<file path="src/rtl/axil2iob.sv">
// AXI4-Lite slave to single-outstanding native IOB master bridge.
// Ports: clk/rst, s_axil_* AXI4-Lite slave (AW/W/B/AR/R), native valid/addr/wdata/wstrb/rdata/ready.
module axil2iob #(
    parameter int AXIL_ADDR_W = 32,
    parameter int AXIL_DATA_W = 32
) (
    input  logic                     clk,
    input  logic                     rst,

    input  logic [AXIL_ADDR_W-1:0]   s_axil_awaddr,
    input  logic [2:0]               s_axil_awprot,
    input  logic                     s_axil_awvalid,
    output logic                     s_axil_awready,

    input  logic [AXIL_DATA_W-1:0]   s_axil_wdata,
    input  logic [AXIL_DATA_W/8-1:0] s_axil_wstrb,
    input  logic                     s_axil_wvalid,
    output logic                     s_axil_wready,

    output logic [1:0]               s_axil_bresp,
    output logic                     s_axil_bvalid,
    input  logic                     s_axil_bready,

    input  logic [AXIL_ADDR_W-1:0]   s_axil_araddr,
    input  logic [2:0]               s_axil_arprot,
    input  logic                     s_axil_arvalid,
    output logic                     s_axil_arready,

    output logic [AXIL_DATA_W-1:0]   s_axil_rdata,
    output logic [1:0]               s_axil_rresp,
    output logic                     s_axil_rvalid,
    input  logic                     s_axil_rready,

    output logic                     valid,
    output logic [AXIL_ADDR_W-1:0]   addr,
    output logic [AXIL_DATA_W-1:0]   wdata,
    output logic [AXIL_DATA_W/8-1:0] wstrb,
    input  logic [AXIL_DATA_W-1:0]   rdata,
    input  logic                     ready
);

    localparam int STRB_W = AXIL_DATA_W / 8;

    typedef enum logic [2:0] {
        IDLE,
        WRITE,
        B_RESP,
        READ,
        R_RESP
    } state_t;

    state_t state;
    state_t state_next;

    logic                   aw_cap;
    logic                   w_cap;
    logic [AXIL_ADDR_W-1:0] awaddr_q;
    logic [AXIL_ADDR_W-1:0] araddr_q;
    logic [AXIL_DATA_W-1:0] wdata_q;
    logic [STRB_W-1:0]      wstrb_q;
    logic [AXIL_DATA_W-1:0] rdata_q;

    logic              aw_hs;
    logic              w_hs;
    logic              ar_hs;
    logic              aw_have;
    logic              w_have;
    logic [STRB_W-1:0] strb_eff;

    logic unused_prot;
    assign unused_prot = ^{s_axil_awprot, s_axil_arprot};

    // Ready outputs are held low while rst is asserted so nothing is accepted
    // in the reset cycle; AR waits for any pending or arriving write.
    always_comb begin
        s_axil_awready = 1'b0;
        s_axil_wready  = 1'b0;
        s_axil_arready = 1'b0;
        if (state == IDLE && !rst) begin
            s_axil_awready = !aw_cap;
            s_axil_wready  = !w_cap;
            s_axil_arready = !aw_cap && !w_cap &&
                             !s_axil_awvalid && !s_axil_wvalid;
        end
    end

    assign aw_hs    = s_axil_awvalid && s_axil_awready;
    assign w_hs     = s_axil_wvalid && s_axil_wready;
    assign ar_hs    = s_axil_arvalid && s_axil_arready;
    assign aw_have  = aw_cap || aw_hs;
    assign w_have   = w_cap || w_hs;
    // The strobe decision must see W data arriving in the same cycle.
    assign strb_eff = w_hs ? s_axil_wstrb : wstrb_q;

    always_comb begin
        state_next = state;
        case (state)
            IDLE: begin
                if (aw_have && w_have) begin
                    state_next = (|strb_eff) ? WRITE : B_RESP;
                end else if (ar_hs) begin
                    state_next = READ;
                end
            end
            WRITE:   if (ready) state_next = B_RESP;
            B_RESP:  if (s_axil_bready) state_next = IDLE;
            READ:    if (ready) state_next = R_RESP;
            R_RESP:  if (s_axil_rready) state_next = IDLE;
            default: state_next = IDLE;
        endcase
    end

    always_ff @(posedge clk) begin
        if (rst) begin
            state    <= IDLE;
            aw_cap   <= 1'b0;
            w_cap    <= 1'b0;
            awaddr_q <= '0;
            araddr_q <= '0;
            wdata_q  <= '0;
            wstrb_q  <= '0;
            rdata_q  <= '0;
        end else begin
            state <= state_next;
            if (aw_hs) begin
                aw_cap   <= 1'b1;
                awaddr_q <= s_axil_awaddr;
            end
            if (w_hs) begin
                w_cap   <= 1'b1;
                wdata_q <= s_axil_wdata;
                wstrb_q <= s_axil_wstrb;
            end
            if (state == B_RESP && s_axil_bready) begin
                aw_cap <= 1'b0;
                w_cap  <= 1'b0;
            end
            if (ar_hs) begin
                araddr_q <= s_axil_araddr;
            end
            if (state == READ && ready) begin
                rdata_q <= rdata;
            end
        end
    end

    assign valid = (state == WRITE) || (state == READ);
    assign addr  = (state == WRITE) ? awaddr_q : araddr_q;
    assign wdata = wdata_q;
    assign wstrb = (state == WRITE) ? wstrb_q : '0;

    assign s_axil_bvalid = (state == B_RESP);
    assign s_axil_bresp  = 2'b00;
    assign s_axil_rvalid = (state == R_RESP);
    assign s_axil_rresp  = 2'b00;
    assign s_axil_rdata  = rdata_q;

endmodule
</file>
<file path="config.mk">
export PLATFORM = sky130hd
export DESIGN_NAME = axil2iob
export DESIGN_NICKNAME = d
export VERILOG_FILES = /design/src/rtl/axil2iob.sv
export SDC_FILE = /design/constraint.sdc
export NUM_CORES = 1
export LEC_CHECK = 0
export BUFFER_PORTS_ARGS = -buffer_cell sky130_fd_sc_hd__buf_2
export CORE_MARGIN = 4
export CORE_UTILIZATION = 39
export CTS_BUF_LIST = sky130_fd_sc_hd__clkbuf_16
export DETAILED_ROUTE_END_ITERATION = 16
export GPL_TIMING_DRIVEN = 0
export PLACE_DENSITY_LB_ADDON = 0.25
export SLEW_MARGIN = 20
export SYNTH_ARGS = -nofsm -noshare
export SYNTH_HDL_FRONTEND = slang
export SYNTH_SLANG_ARGS = --single-unit
</file>
<file path="constraint.sdc">
create_clock -name clk -period 5 [get_ports clk]
set_input_delay 0.5 -clock clk [delete_from_list [all_inputs] [get_ports clk]]
set_output_delay 0.5 -clock clk [all_outputs]
set_load 0.01 [all_outputs]
</file>
# [Word-level counts from Yosys, hierarchy flattened]
# Cells that the tools add are included.
[op_classes] reduce_logical=22 n_eq_ne=9 n_mux=14
[ops] op="32-bit 2-to-1 mux" count=1
[ops] op="3-bit 2-to-1 mux" count=6
[ops] op="3-bit one-hot mux with 5 select lines" count=1
[ops] op="1-bit logical AND" count=10
[ops] op="4-bit 2-to-1 mux" count=2
[ops] op="3-bit by 2-bit equality test with 1-bit output, second input constant" count=2
[ops] op="1-bit logical NOT" count=5
[ops] op="5-bit AND reduction" count=1
[ops] op="2-bit by 1-bit inequality test with 1-bit output, second input constant" count=2
[ops] op="2-bit inequality test, second input constant" count=2
[ops] op="4-bit OR reduction" count=1
[ops] op="3-bit by 1-bit equality test with 1-bit output, second input constant" count=1
[ops] op="3-bit equality test, second input constant" count=1
[ops] op="3-bit logical NOT" count=1
[ops] op="1-bit logical OR" count=3
[ops] op="1-bit 2-to-1 mux" count=3
[ops] op="3-bit by 2-bit inequality test with 1-bit output, second input constant" count=1
[ops] op="2-bit 2-to-1 mux" count=1
[ops] op="2-bit OR reduction" count=1
[word_totals] output_inout_bits=110 ff_bits=137

# [Depth between registers and ports, before layout]
# Gate-level depths: netlist (run 1).
[depth] depth_word=9 depth_mapped=6 depth_no_buf=3

# [Worst setup path after synthesis (run 1)]
# Ideal clock, no wire load.
[synth_path] path_kind="reg2out" from="reg state[2]" to="out addr[10]" path_stages_with_launch=7 setup_slack_ns=2.892 arrival_ns=1.608 required_ns=4.500 cell_sequence="dfxtp_1 buf_2 nor2b_1 nor2b_1 buf_2 buf_2 mux2_2"
[synth_between] elab_chain_cells=2
[synth_lines] element="start, declared" line="52" text="state_t state;"
[synth_lines] element="start signal, assigned" line="124" text="state <= state_next;"
[synth_lines] element="3-bit by 1-bit equality test with 1-bit output" line="148" text="assign addr = (state == WRITE) ? awaddr_q : araddr_q;"
[synth_lines] element="32-bit 2-to-1 mux" line="148"
[synth_lines] element="end, declared" line="35" text="output logic [AXIL_ADDR_W-1:0] addr,"
# No other way between the ends.

# [Final worst setup path (run 1)]
[layout_path] from="reg state[2]" to="out addr[7]"
# Same word-level chain as after synthesis.

==> results of run 1 <==
[area by class of cell]
class,count,area [um2]
Buffer,94,463
Inverter,2,7.51
Timing Repair Buffer,244,1220
Clock inverter,15,118
Multi-Input combinational cell,476,3050
Fill cell,1588,7530
Tap cell,216,270
Sequential cell,137,2740
Clock buffer,17,425
[per-layer routing]
metal,routed length (um),GRT usage (%),vias to the layer above
met4,313,6.05,6
met3,2200,8.94,31
li1,-,-,3121
met5,39,0,-
met1,9000,30.9,3081
met2,10200,37.9,283
[worst max-delay path, cell delays in order (launching register included)]
cell and delay, ns:
dfxtp_1 0.31, buf_2 0.17, nor2b_1 0.21, nor2b_1 0.16, buf_2 0.27, buf_2 0.33
mux2_2 0.38, buf_2 0.14
[cells in the final DEF (no fill, tap or decap), types with 5 or more instances in the layout]
master,synthesis,final
o31ai_1,35,35
dfxtp_1,137,137
buf_2,22,266
mux2_2,32,32
o31ai_2,30,30
nand2_1,66,66
clkbuf_16,0,17
inv_6,0,5
nand4b_1,33,33
o21ai_0,36,36
clkbuf_1,54,54
nand3_1,37,37
nor3b_1,5,5
buf_1,5,5
nor2_1,5,5
nand4_1,32,32
a21oi_1,136,136
buf_6,9,9
[where the power goes]
group          internal (mW)  total, mW  leakage [nW]  switching (mW)
Sequential              1.15       1.18          1.11          0.0300
Combinational          0.242      0.685          2.02           0.443
Clock                  0.641       1.17         0.255           0.530
[logic make-up (layout without fill, tap and decap cells)]
group,after synthesis,in the layout,share of synthesized area (%)
other cells,1,4,0.0599
flops,137,137,43.8
mux,33,33,5.92
compound gates,243,243,24.8
simple gates,196,196,17.9
buf+inv,96,372,7.52
[flip-flops by register name, indices dropped and copies added (netlist names)]
register	count
awaddr_q	32
aw_cap	1
wstrb_q	4
araddr_q	32
wdata	32
state	3
w_cap	1
s_axil_rdata	32
[final timing paths]
check | to | startpoint | slack [ns] | cells past startpoint
hold / removal | s_axil_rdata[15]$_SDFFE_PP0P_ | rdata[15] | 0.30 | 3
setup reg to reg | araddr_q[16]$_SDFFE_PP0P_ | aw_cap$_SDFFE_PP0P_ | 2.90 | 5
setup / recovery | addr[7] | state[2]$_SDFFE_PP0P_ | 2.10 | 7
hold reg to reg | s_axil_rdata[10]$_SDFFE_PP0P_ | s_axil_rdata[10]$_SDFFE_PP0P_ | 0.45 | 2
[per-stage QoR]
step | hold slack, ns | instances
CTS | 0.286 | 1201
finish | 0.302 | 1201
global route | 0.291 | 1201
detailed placement | 0.445 | 1169
floorplan | 0.445 | 709
global placement | 0.440 | 1169
==> impl_metrics.env, run 1 <==
export IMPL_port_buffers=244
export IMPL_crit_type="flop to primary output"
export IMPL_htree_num_levels=4
export IMPL_drive_above_1_share_pct=38.3
export IMPL_synth_cell_types=35
export IMPL_cts_buffers=17
export IMPL_leakage_nw=3.38
export IMPL_netlist_area_um2=6260
export IMPL_ys_async_sr_fraction_pct=0
export IMPL_postCtsSetupRepairBufs=0
export IMPL_drtIter0Drc=280
export IMPL_end_kind="primary output"
export IMPL_nNetsFinal=1118
export IMPL_synthToLayoutAreaGrowth_pct=32.7
export IMPL_chipWidth_um=135
export IMPL_cts_tree="built"
export IMPL_cts_sinks=137
export IMPL_syn_avg_cell_area_um2=8.86
export IMPL_finalWirelength_um=21800
export IMPL_drt_pass1_iter_count=5
export IMPL_drv_cap=0
export IMPL_clock_path_buffers=2
export IMPL_design_core_area_um2=15800
export IMPL_grt_pass1_vias=6328
export IMPL_crit_fanout=10
export IMPL_vdd_ir_drop_worst_mv=0.284
export IMPL_post_drt_wl_per_cell_um=18.1
export IMPL_maxSlewHeadroom_pct=50.0
export IMPL_gp_congestion=0.812
export IMPL_utilization_pct=52.5
export IMPL_finClkSkew_ns=0.00617
export IMPL_synth_edff_count=0
export IMPL_ys_ff_latch=137
export IMPL_antenna_found_initial=3
export IMPL_cp_data_required_time_ns=4.50
export IMPL_setup_tns_ns=0
export IMPL_root_buffer="clkbuf_16"
export IMPL_dieHeight_um=135
export IMPL_dpl_worst_slack_ns=2.54
export IMPL_fin_crit_ns=2.90
export IMPL_grt_usage_pct=23.9
export IMPL_synth_most_common_cell="dfxtp_1"
export IMPL_setup_viol=0
export IMPL_drv_slew=0
export IMPL_vias=6522
export IMPL_antennaDiodeCount=0
export IMPL_fmax_mhz=344
export IMPL_io_pins=256
export IMPL_post_cts_resize_count=0
export IMPL_cts_hold_buf=0
export IMPL_drc_errors=0
export IMPL_grt_overflow=0
export IMPL_dpl_instance_area_um2=7760
export IMPL_grt_max_degree=17
export IMPL_synth_area_top_cells="dfxtp_1 44%, a21oi_1 11%, o31ai_2 6.0%"
export IMPL_clk_pin_slew_ns=0.07
export IMPL_start_util_pct=39.5
export IMPL_antenna_left=0
export IMPL_netlist_top_cells_count="137 x dfxtp_1, 136 x a21oi_1, 66 x nand2_1"
export IMPL_synthCells=706
export IMPL_final_hold_viol_count=0
export IMPL_rsz0062_at_grt="no"
export IMPL_clock_latency_ns=0.43
export IMPL_synth_top_area_share_pct=43.8
export IMPL_ys_seq_area_share_pct=43.8
export IMPL_finalInstanceArea_um2=8300
export IMPL_grt_pass1_wl_um=34200
export IMPL_power_density_nw_per_um2=366
export IMPL_cp_arrival_ns=2.40
export IMPL_num_rows=46
export IMPL_worst_pin_slew_ns=0.750
export IMPL_setup_ws_ns=2.10
export IMPL_synth_flop_cell="dfxtp_1"
export IMPL_vias_per_cell=5.43
export IMPL_start_kind="flop"
export IMPL_post_route_period_util_pct=58.1
export IMPL_status="complete, no violations"
export IMPL_yosys_warnings=0
export IMPL_finalPower_mw=3.04
export IMPL_yosys_area_top_type="dfxtp_1"
export IMPL_dpl_hpwl_um=15900
export IMPL_dieArea_um2=18100
export IMPL_min_path_type="input pin to flop"
Note: power is estimated with default switching activity, not from simulation.
==> run 2: changes to the inputs <==
clock period = 2.6 ns   (was 5 ns; I/O delays follow)
==> run 2 against run 1 <==
Final area is 0.21% higher. Wire length is 0.18% higher. Combinational power is 94% higher. Die area stayed put. Non-clock buffer count stayed put. Total power is 93% higher. Clock skew hardly changed. Utilization is 0.11 points higher. Sequential power is 92% higher. Worst hold slack worse by 0.24 ns. Critical path depth stayed put. Clock power is 92% higher. Largest power group unchanged.
==> impl_metrics.env, run 2 (synthesis results as in run 1) <==
export IMPL_cts_hold_buf=0
export IMPL_finalInstanceArea_um2=8320
export IMPL_dpl_hpwl_um=15900
export IMPL_drtIter0Drc=285
export IMPL_antennaDiodeCount=0
export IMPL_reg2reg_depth=5
export IMPL_start_util_pct=39.5
export IMPL_dpl_worst_slack_ns=0.384
export IMPL_end_kind="primary output"
export IMPL_reg2reg_from="aw_cap$_SDFFE_PP0P_"
export IMPL_finClkSkew_ns=0.00663
export IMPL_power_density_nw_per_um2=704
export IMPL_drv_cap=0
export IMPL_cts_tree="built"
export IMPL_start_kind="flop"
export IMPL_crit_family="buffers and inverters"
export IMPL_cp_slowest_stage_delay_ns=0.37
export IMPL_cp_num_buf_inv=4
export IMPL_chipWidth_um=135
export IMPL_clk_pin_slew_ns=0.07
export IMPL_dieHeight_um=135
export IMPL_utilization_pct=52.6
export IMPL_drt_pass1_iter_count=4
export IMPL_root_buffer="clkbuf_16"
export IMPL_drc_errors=0
export IMPL_grt_pass1_vias=6328
export IMPL_mostFrequentLayoutCell="buf_2"
export IMPL_dpl_instance_area_um2=7760
export IMPL_grt_pass1_wl_um=34200
export IMPL_finalPower_mw=5.85
export IMPL_cpMaxStageDelayCell="mux2_2"
export IMPL_min_path_type="input pin to flop"
export IMPL_setup_ws_ns=0.103
export IMPL_design_core_area_um2=15800
export IMPL_crit_type="flop to primary output"
export IMPL_drive_above_1_share_pct=38.3
export IMPL_r2r_end="araddr_q[16]$_SDFFE_PP0P_"
export IMPL_antenna_left=0
export IMPL_htree_num_levels=4
export IMPL_nFillCells=1583
export IMPL_hold_start="rdata[15]"
export IMPL_grt_max_degree=17
export IMPL_final_hold_viol_count=0
export IMPL_drv_slew=0
export IMPL_status="complete, no violations"
export IMPL_leakage_nw=3.38
export IMPL_gp_congestion=0.812
export IMPL_setup_viol=0
export IMPL_place_inst=1169
export IMPL_maxSlewHeadroom_pct=50.2
export IMPL_post_drt_wl_per_cell_um=18.1
export IMPL_clock_latency_ns=0.43
export IMPL_finalWirelength_um=21800
export IMPL_cts_sinks=137
export IMPL_fin_crit_ns=2.50
export IMPL_fmax_mhz=400
export IMPL_final_cells=1201
export IMPL_dieArea_um2=18100
export IMPL_rrSetupSlack_ns=0.53
export IMPL_worst_pin_slew_ns=0.747
export IMPL_min_to="s_axil_rdata[15]$_SDFFE_PP0P_"
export IMPL_clock_path_buffers=2
export IMPL_rsz0062_at_grt="no"
export IMPL_port_buffers=244
export IMPL_grt_overflow=0
export IMPL_cp_arrival_ns=2.24
export IMPL_antenna_found_initial=3
export IMPL_synthToLayoutAreaGrowth_pct=33.0
export IMPL_crit_fanout=10
export IMPL_vdd_ir_drop_worst_mv=0.548
export IMPL_holdPathStages=3
export IMPL_io_pins=256
export IMPL_post_route_period_util_pct=96.0
export IMPL_grt_usage_pct=23.9
export IMPL_vias_per_cell=5.40
export IMPL_path_cells="buf_2, nor2b_1, nor2b_1, buf_6, buf_4, mux2_2, buf_2"
export IMPL_vias=6490
export IMPL_nNetsFinal=1118
export IMPL_cp_data_required_time_ns=2.34
export IMPL_final_cell_mix="262 x buf_2, 137 x dfxtp_1, 136 x a21oi_1, 66 x nand2_1, 54 x clkbuf_1"
export IMPL_cts_buffers=17
export IMPL_num_rows=46
[run 2: cell counts in the layout (fill, tap and decap cells not counted)]
Identical to the previous run, type by type.
[run 2: what timing repair did]
item | in CTS | in global routing
pin swaps | 0 | 0
buffers inserted | 0 | 0
resized for setup | 0 | 10
endpoints found under the setup margin | 26 | 27
[run 2: layer usage]
metal,vias up,track usage (%),part of all wire (%)
met4,6,6.05,1.5
li1,3119,-,-
met3,32,8.94,9.3
met1,3073,30.9,42
met5,-,0,0.18
met2,260,37.9,47
[run 2: area by class of cell]
class,instances,area [um2],share of cell area [%]
Buffer,94,480,5.78
Clock buffer,17,425,5.11
Clock inverter,15,118,1.41
Inverter,2,7.51,0.0902
Multi-Input combinational cell,476,3050,36.7
Sequential cell,137,2740,33.0
Tap cell,216,270,3.25
Timing Repair Buffer,244,1220,14.7
[run 2: worst max-delay path by stage]
stage / from / end / slack, ns / cells after the start
after floorplan: state[2]$_SDFFE_PP0P_ / addr[10] / 0.73 / 6
after global placement: state[2]$_SDFFE_PP0P_ / addr[7] / 0.37 / 7
after detailed placement: s_axil_awvalid / araddr_q[21]$_SDFFE_PP0P_ / 0.38 / 6
after CTS: state[2]$_SDFFE_PP0P_ / addr[24] / -0.08 / 7
after global routing: state[2]$_SDFFE_PP0P_ / addr[29] / 0.005 / 7
final: state[2]$_SDFFE_PP0P_ / addr[24] / 0.10 / 7
[run 2: tightest hold or removal path: stages]
cell,delay [ns]
buf_2,0.10
nand2_1,0.04
a21oi_1,0.05
[run 2: per-stage QoR]
step,hold WS [ns],TNS (ns)
after global routing,0.0513,0
after CTS,0.0461,-1.58
after detailed placement,0.445,0
after global placement,0.440,0
final,0.0608,0
after floorplan,0.396,0
[run 2: power by group]
group / total [mW] / internal, mW / switching, mW
Combinational: 1.33 / 0.474 / 0.854
Sequential: 2.27 / 2.22 / 0.0576
Clock: 2.25 / 1.23 / 1.02
Total: 5.85 / 3.92 / 1.93
==> run 3: changes to the inputs <==
CORE_UTILIZATION = 44   (was 39)
RECOVER_POWER = 100   (was unset)
==> run 3 against run 2 <==
Fmax rose by 1.7%. Global-route usage rose by 1.2 points. Worst setup slack improved by 0.041 ns. Worst hold slack improved by 0.011 ns. Sequential power barely moved. Total power fell by 0.24%. Cell count fell by 2.9%. Clock power barely moved. Critical endpoint unchanged. Die area fell by 11%. First-iteration DRC count rose by 53%. Critical path depth did not move. Largest power group unchanged. Final area fell by 2.0%.
==> impl_metrics.env, run 3 (synthesis results as in run 1) <==
export IMPL_crit_fanout=10
export IMPL_drv_cap=0
export IMPL_leakage_nw=3.04
export IMPL_drive_above_1_share_pct=29.0
export IMPL_rsz0062_at_grt="no"
export IMPL_setup_ws_ns=0.144
export IMPL_place_inst=1133
export IMPL_dieHeight_um=127
export IMPL_maxSlewHeadroom_pct=50.8
export IMPL_finalInstanceArea_um2=8150
export IMPL_final_cell_mix="162 x buf_2, 137 x dfxtp_1, 136 x a21oi_1, 135 x clkbuf_1, 66 x nand2_1"
export IMPL_htree_num_levels=4
export IMPL_root_buffer="clkbuf_16"
export IMPL_cts_tree="built"
export IMPL_finalPower_mw=5.84
export IMPL_cts_buffers=17
export IMPL_min_to="s_axil_rdata[15]$_SDFFE_PP0P_"
export IMPL_io_pins=256
export IMPL_finalWirelength_um=20900
export IMPL_holdPathStages=3
export IMPL_cp_data_required_time_ns=2.34
export IMPL_antenna_found_initial=2
export IMPL_worst_pin_slew_ns=0.738
export IMPL_rrSetupSlack_ns=0.18
export IMPL_utilization_pct=58.7
export IMPL_drtIter0Drc=436
export IMPL_clock_latency_ns=0.42
export IMPL_antenna_left=0
export IMPL_setup_tns_ns=0
export IMPL_post_route_period_util_pct=94.5
export IMPL_r2r_end="araddr_q[31]$_SDFFE_PP0P_"
export IMPL_nNetsFinal=1118
export IMPL_drv_slew=0
export IMPL_fmax_mhz=407
export IMPL_mostFrequentLayoutCell="buf_2"
export IMPL_num_rows=43
export IMPL_drc_errors=0
export IMPL_grt_pass1_vias=6194
export IMPL_clock_path_buffers=2
export IMPL_start_util_pct=45.1
export IMPL_end_kind="primary output"
export IMPL_synthToLayoutAreaGrowth_pct=30.3
export IMPL_setup_viol=0
export IMPL_min_path_type="input pin to flop"
export IMPL_post_drt_wl_per_cell_um=17.9
export IMPL_postCtsSetupRepairBufs=0
export IMPL_port_buffers=244
export IMPL_vias_per_cell=5.57
export IMPL_chipWidth_um=127
export IMPL_design_core_area_um2=13900
export IMPL_crit_type="flop to primary output"
export IMPL_start_kind="flop"
export IMPL_cts_sinks=137
export IMPL_grt_overflow=0
export IMPL_fin_crit_ns=2.46
export IMPL_power_density_nw_per_um2=716
export IMPL_dieArea_um2=16200
export IMPL_final_cells=1166
export IMPL_drt_pass1_iter_count=5
export IMPL_final_hold_viol_count=0
export IMPL_grt_max_degree=17
export IMPL_status="complete, no violations"
export IMPL_vias=6497
export IMPL_clk_pin_slew_ns=0.06
export IMPL_dpl_instance_area_um2=7710
export IMPL_cp_slowest_stage_delay_ns=0.37
export IMPL_reg2reg_from="state[0]$_SDFFE_PP0P_"
export IMPL_dpl_worst_slack_ns=0.458
export IMPL_hold_start="rdata[15]"
export IMPL_path_cells="buf_2, nor2b_2, nor2b_1, clkbuf_4, clkbuf_4, mux2_2, buf_2"
export IMPL_fin_hold_ws_ns=0.0717
export IMPL_vdd_ir_drop_worst_mv=0.509
export IMPL_gp_congestion=0.856
export IMPL_grt_pass1_wl_um=32200
export IMPL_reg2reg_depth=6
export IMPL_dpl_hpwl_um=15300
export IMPL_finClkSkew_ns=0.00592
export IMPL_cpMaxStageDelayCell="mux2_2"
export IMPL_grt_usage_pct=25.1
export IMPL_cp_arrival_ns=2.20
-- run 3: changes by cell type in the layout (fill, tap and decap cells not counted), moves of 4 or more --
| cell | change |
|---|---|
| buf_2 | -100 |
| clkbuf_1 | +81 |
| clkbuf_2 | +21 |
| clkinv_1 | +5 |
| inv_6 | -5 |
| buf_6 | -4 |
| clkinv_4 | -4 |
-- run 3: final cells by class --
type	count	area, um2
Buffer	94	452
Sequential cell	137	2740
Clock inverter	15	118
Inverter	2	7.51
Timing Repair Buffer	244	1130
Antenna cell	1	2.50
Tap cell	180	225
Multi-Input combinational cell	476	3050
Fill cell	1350	5730
Clock buffer	17	425
-- run 3: routing by layer --
layer  vias up  part of all wire [%]  global-route usage (%)
met5         -                 0.062                       0
met1      3032                    41                    31.7
li1       3129                     -                       -
met4         2                   2.2                    8.77
met3        39                    10                    9.36
met2       295                    46                    39.6
-- run 3: critical path: cells and delay by family, from the launching register on --
family / cells / cell delay [ns]
AND/OR/NAND/NOR: 2 / 0.29
multiplexers: 1 / 0.37
buffers and inverters: 4 / 0.79
flip-flops: 1 / 0.31
-- run 3: what timing repair did --
item | 4_1_cts | 5_1_grt
cloned | 0 | 0
endpoints found under the hold margin | 0 | 0
gates resized for setup | 2 | 3
pin swaps | 0 | 0
setup endpoints to repair | 5 | 26
hold buffers | 0 | 0
-- run 3: worst max-delay path by stage --
stage | cells past startpoint | end | startpoint | slack, ns
after floorplan | 6 | addr[10] | state[2]$_SDFFE_PP0P_ | 0.73
after global placement | 7 | addr[24] | state[2]$_SDFFE_PP0P_ | 0.44
after detailed placement | 7 | addr[29] | state[2]$_SDFFE_PP0P_ | 0.46
after CTS | 7 | addr[24] | state[2]$_SDFFE_PP0P_ | 0.005
after global routing | 7 | addr[24] | state[2]$_SDFFE_PP0P_ | 0.02
final | 7 | addr[24] | state[2]$_SDFFE_PP0P_ | 0.14
-- run 3: report_power, final --
group | internal, mW | switching [mW]
logic | 0.438 | 0.839
registers | 2.22 | 0.0601
clock network | 1.37 | 0.910
total | 4.03 | 1.81
